--- src/rtl/frame_config_loader.sv ---
// rtl/frame_config_loader.sv - bitstream word decoder driving tile FrameData / FrameStrobe lines
//
// Takes 32-bit bitstream words over a valid/ready handshake. It waits for SyncWord, then decodes
// header/data word pairs. Each legal pair is loaded into FrameData and one FrameStrobe bit is pulsed
// for the addressed column/frame.
//
// Ports:
//   UserCLK        in   clock, all state on rising edge
//   resetn         in   asynchronous active-low reset
//   s_data         in   bitstream word
//   s_valid        in   s_data valid
//   s_ready        out  word accepted when s_valid & s_ready
//   FrameData      out  frame word broadcast to all rows
//   FrameStrobe    out  one-hot (or zero) strobe, bit col*MaxFramesPerCol+frame
//   busy           out  high whenever not waiting for sync
//   err            out  sticky illegal-header flag, cleared by the next SyncWord
//   frames_written out  wrapping count of strobes issued
module frame_config_loader #(
  parameter int          FrameBitsPerRow = 32,
  parameter int          MaxFramesPerCol = 20,
  parameter int          NumColumns      = 8,
  parameter logic [31:0] SyncWord        = 32'hFAB0FAB1
) (
  input  logic                                  UserCLK,
  input  logic                                  resetn,
  input  logic [FrameBitsPerRow-1:0]            s_data,
  input  logic                                  s_valid,
  output logic                                  s_ready,
  output logic [FrameBitsPerRow-1:0]            FrameData,
  output logic [NumColumns*MaxFramesPerCol-1:0] FrameStrobe,
  output logic                                  busy,
  output logic                                  err,
  output logic [15:0]                           frames_written
);

  localparam int NumStrobes = NumColumns * MaxFramesPerCol;
  localparam int IdxW       = $clog2(NumStrobes);
  localparam int ColW       = (NumColumns > 1) ? $clog2(NumColumns) : 1;
  localparam int FrmW       = (MaxFramesPerCol > 1) ? $clog2(MaxFramesPerCol) : 1;

  localparam logic [2:0] ST_IDLE   = 3'd0;
  localparam logic [2:0] ST_HEADER = 3'd1;
  localparam logic [2:0] ST_DATA   = 3'd2;
  localparam logic [2:0] ST_STROBE = 3'd3;
  localparam logic [2:0] ST_HOLD   = 3'd4;

  logic [2:0]                 r_state;
  logic [ColW-1:0]            r_col;
  logic [FrmW-1:0]            r_frame;
  logic                       r_drop;
  logic [FrameBitsPerRow-1:0] r_data;
  logic [NumStrobes-1:0]      r_strobe;
  logic                       r_err;
  logic [15:0]                r_count;

  logic                  w_accept;
  logic                  w_state_ready;
  logic [7:0]            w_hdr_col;
  logic [7:0]            w_hdr_frame;
  logic                  w_hdr_bad;
  logic [IdxW-1:0]       w_idx;
  logic [NumStrobes-1:0] w_onehot;

  // Ready is forced low while reset is held, independent of the state register.
  assign w_state_ready = (r_state == ST_IDLE) || (r_state == ST_HEADER) || (r_state == ST_DATA);
  assign s_ready       = resetn & w_state_ready;
  assign w_accept      = s_valid & s_ready;

  assign w_hdr_col   = s_data[23:16];
  assign w_hdr_frame = s_data[7:0];
  assign w_hdr_bad   = (w_hdr_col >= 8'(NumColumns)) || (w_hdr_frame >= 8'(MaxFramesPerCol));

  // Only headers that passed the range check are latched, so w_idx is always below NumStrobes.
  assign w_idx = IdxW'(r_col) * IdxW'(MaxFramesPerCol) + IdxW'(r_frame);

  always_comb begin
    w_onehot        = '0;
    w_onehot[w_idx] = 1'b1;
  end

  always_ff @(posedge UserCLK or negedge resetn) begin
    if (!resetn) begin
      r_state  <= ST_IDLE;
      r_col    <= '0;
      r_frame  <= '0;
      r_drop   <= 1'b0;
      r_data   <= '0;
      r_strobe <= '0;
      r_err    <= 1'b0;
      r_count  <= 16'd0;
    end else begin
      r_strobe <= '0;
      case (r_state)
        ST_IDLE: begin
          if (w_accept && (s_data == SyncWord)) begin
            r_state <= ST_HEADER;
            r_err   <= 1'b0;
          end
        end
        ST_HEADER: begin
          if (w_accept) begin
            if (s_data[31]) begin
              r_state <= ST_IDLE;
            end else if (w_hdr_bad) begin
              // The following data word is still consumed, but it is discarded.
              r_err   <= 1'b1;
              r_drop  <= 1'b1;
              r_state <= ST_DATA;
            end else begin
              r_col   <= s_data[16 +: ColW];
              r_frame <= s_data[0 +: FrmW];
              r_drop  <= 1'b0;
              r_state <= ST_DATA;
            end
          end
        end
        ST_DATA: begin
          if (w_accept) begin
            if (r_drop) begin
              r_state <= ST_HEADER;
            end else begin
              r_data  <= s_data;
              r_state <= ST_STROBE;
            end
          end
        end
        ST_STROBE: begin
          // The registered strobe is visible during the following (HOLD) cycle.
          // FrameData has already been stable for a full cycle by then.
          r_strobe <= w_onehot;
          r_count  <= r_count + 16'd1;
          r_state  <= ST_HOLD;
        end
        ST_HOLD: begin
          r_state <= ST_HEADER;
        end
        default: begin
          r_state <= ST_IDLE;
        end
      endcase
    end
  end

  assign FrameData      = r_data;
  assign FrameStrobe    = r_strobe;
  assign busy           = (r_state != ST_IDLE);
  assign err            = r_err;
  assign frames_written = r_count;

endmodule

--- config.mk ---
export PLATFORM = sky130hd
export DESIGN_NAME = frame_config_loader
export DESIGN_NICKNAME = d
export VERILOG_FILES = /design/src/rtl/frame_config_loader.sv
export SDC_FILE = /design/constraint.sdc
export NUM_CORES = 1
export LEC_CHECK = 0
export CORE_ASPECT_RATIO = 1.1
export CORE_MARGIN = 5
export CORE_UTILIZATION = 47
export DETAILED_ROUTE_END_ITERATION = 7
export PLACE_DENSITY = 0.79
export SLEW_MARGIN = 20
export SYNTH_ARGS = -nofsm -noshare
export SYNTH_HDL_FRONTEND = slang
export SYNTH_SLANG_ARGS = --single-unit
--- constraint.sdc ---
create_clock -name UserCLK -period 3 [get_ports UserCLK]
set_clock_uncertainty 0.15 [all_clocks]
set_input_delay 0.3 -clock UserCLK [delete_from_list [all_inputs] [get_ports UserCLK]]
set_output_delay 0.3 -clock UserCLK [all_outputs]
set_load 0.02 [all_outputs]
==> results.cfg <==
[outcome]
status = completed

[worst_setup_path]
required_ns = 3.18
path_class = register to register
critPathBufInv = 1
crit_top_cell = ha_1
worst-r2r-setup-slack_ns = 0.21
crit_path_start_kind = register
crit_slowest_cell = a21boi_2
path_cells = ha_1 -> ha_1 -> buf_4 -> a21oi_2 -> a21oi_1 -> a21boi_2 -> nor3_1
cp_top_family = compound AO/OA/AOI/OAI gates
cpPeakStageDelay_ns = 0.66
crit_path_end_kind = register
worst-path-max-fanout = 16
crit_arrival_ns = 2.97

[synth]
synth_xor_area_frac = 0.0220
synthAdderAreaFrac = 0.0145
synth_edf_count = 0
synth.distinct_cells = 58
synth-warning-count = 0
synth_top_family_by_area = simple AND/OR/NAND/NOR gates
synth-seq-area-share = 0.670
netlist_area_sq_um = 8260
synthMuxAreaShare = 0.0570
ys_ff_latch = 221
syn_nets = 680
syn_area_per_cell_sq_um = 13.0
synth_compound_area_frac = 0.0432
synthSimpleGateAreaFrac = 0.170
syn_inst = 636
ys.flop_type = dfrtp_1
async_flop_share = 1.00

[place]
post-place-ws_ns = 0.225
dpl-instance-area_sq_um = 11000
io_buffers = 245
gp_congestion = 0.860
hpwl_microns = 16000
dp_cells = 1101

[global_routing]
grt_first_pass_wirelength_microns = 35600
grt_pass1_vias = 6259
grt_antenna_before_repair = 0
grt_start_max_net_pins = 163
grt_overflow = 0
track_usage = 0.226

[floorplan]
pin_count = 246
rows = 50
core_sq_um = 17100
die_x_microns = 136
die-area_sq_um = 20300
die_h_microns = 149
initial_core_util = 0.482

[clock_tree]
cts_setup_buffers = 0
cts-root-buf = clkbuf_16
cts_tree = done
clock_latency_ns = 0.50
cts_made_buffers = 22
clkTransAtPathRegs_ns = 0.06
htree_num_levels = 1
clock-sinks = 221
clockBufferDepth = 3

[power]
power.leakage_nw = 5.19
power_mw = 7.54
ir_drop_uv = 690
p_per_area_nw_per_um2 = 640

[sta]
hold_viol = 0
finalSetupViolCount = 0
fmax_mhz = 359
rsz0062_at_grt = no
worst_slack_ns = 0.211
worst-slew-pin-transition_ns = 0.831
max_slew_margin = 0.446
hold_ws_ns = 0.0661
drv_slew = 0
setup_tns_ns = 0
finalCriticalPeriod_ns = 2.79
fin_crit_sh = 0.930

[worst_hold_path]
hold_class = input pin to asynchronous set/reset pin

[cells_and_area]
layout_commonest_cell = clkdlybuf4s50_1
n_fill_cell = 1231
multi_input_area_sq_um = 2540
final_cell_mix = 244 x clkdlybuf4s50_1, 221 x dfrtp_1, 99 x nor3_1, 59 x nor2_1, 39 x mux2_2
fin_cells = 1141
n_antenna_cell = 0
fin_nets = 936
syn2layout_area_growth_pct = 42.8
fin_area_sq_um = 11800
final_core_util = 0.688
regArea_sq_um = 5530
drive_gt1_frac = 0.140

[detailed_routing]
viasPerCell = 5.30
drtIter0Drc = 284
antenna_left = 0
via_count = 6042
routedWlPerCell_microns = 20.1
drt_pass1_iterations = 4
drc = 0
wl_microns = 22900

[job]
drv_cap = 0
timing repair:
item,4_1_cts,5_1_grt
hold buffers,1,0
gates resized for setup,0,1
setup endpoints to repair,0,6
hold endpoints to repair,150,0
logic make-up after synthesis:
group	Yosys count
XOR/XNOR	19
multiplexers	42
adder cells (fa/ha/maj)	9
AO/OA/AOI/OAI	47
flip-flops	221
AND/OR/NAND/NOR	258
buffers and inverters	40
report_power, final:
part | internal (mW) | switching, mW | leakage, nW | total, mW
Sequential | 3.23 | 0.173 | 3.03 | 3.40
Clock | 1.71 | 1.11 | 0.384 | 2.83
Combinational | 0.672 | 0.638 | 1.78 | 1.31
path summary, 6_finish.rpt:
check	end	depth (start not counted)	from
setup / recovery	FrameStrobe[71]$_DFF_PN0_	7	r_col[0]$_DFFE_PN0P_
hold / removal	r_col[2]$_DFFE_PN0P_	2	resetn
setup reg to reg	FrameStrobe[71]$_DFF_PN0_	7	r_col[0]$_DFFE_PN0P_
hold reg to reg	frames_written[15]$_DFFE_PN0P_	1	frames_written[15]$_DFFE_PN0P_
max in group asynchronous	FrameData[26]$_DFFE_PN0P_	4	resetn
min in group UserCLK	FrameData[22]$_DFFE_PN0P_	2	s_data[22]
area by class of cell:
cell class	instances	share of cell area
Sequential cell	221	0.469
Inverter	4	0.00127
Multi-Input combinational cell	375	0.215
Timing Repair Buffer	268	0.225
Clock inverter	9	0.00838
Tap cell	234	0.0248
Clock buffer	30	0.0561
registers in the layout (all words and copies together) (netlist names):
register and cells:
r_col 3, frames_written 16, FrameData 32, FrameStrobe 160, err 1, r_state 3
r_frame 5, r_drop 1
cells in the mapped netlist (all sizes together) (3+ instances only):
library cell	count	area share
nor2b	4	0.0030
nand4b	5	0.0071
nand4	8	0.0061
mux2	40	0.055
nand3	18	0.011
a211oi	17	0.015
nand2	18	0.0082
inv	4	0.0018
nor3	101	0.064
dfrtp	221	0.67
or3	8	0.0061
clkbuf	13	0.0061
nor4	7	0.0079
buf	23	0.015
nor2	60	0.028
nand2b	13	0.0099
a21oi	10	0.0074
ha	8	0.012
nand3b	3	0.0058
o21ai	9	0.0073
o211ai	3	0.0039
xor2	6	0.0073
xnor2	13	0.015
metal layers:
| layer | vias to the layer above | track usage | wire [microns] |
|---|---|---|---|
| met2 | 287 | 0.376 | 11100 |
| met3 | 45 | 0.0655 | 2250 |
| met4 | 0 | 0.0811 | 732 |
| met1 | 2988 | 0.282 | 8860 |
| li1 | 2722 | - | - |
| met5 | - | 0 | 0 |
(Power assumes the default switching activity.)
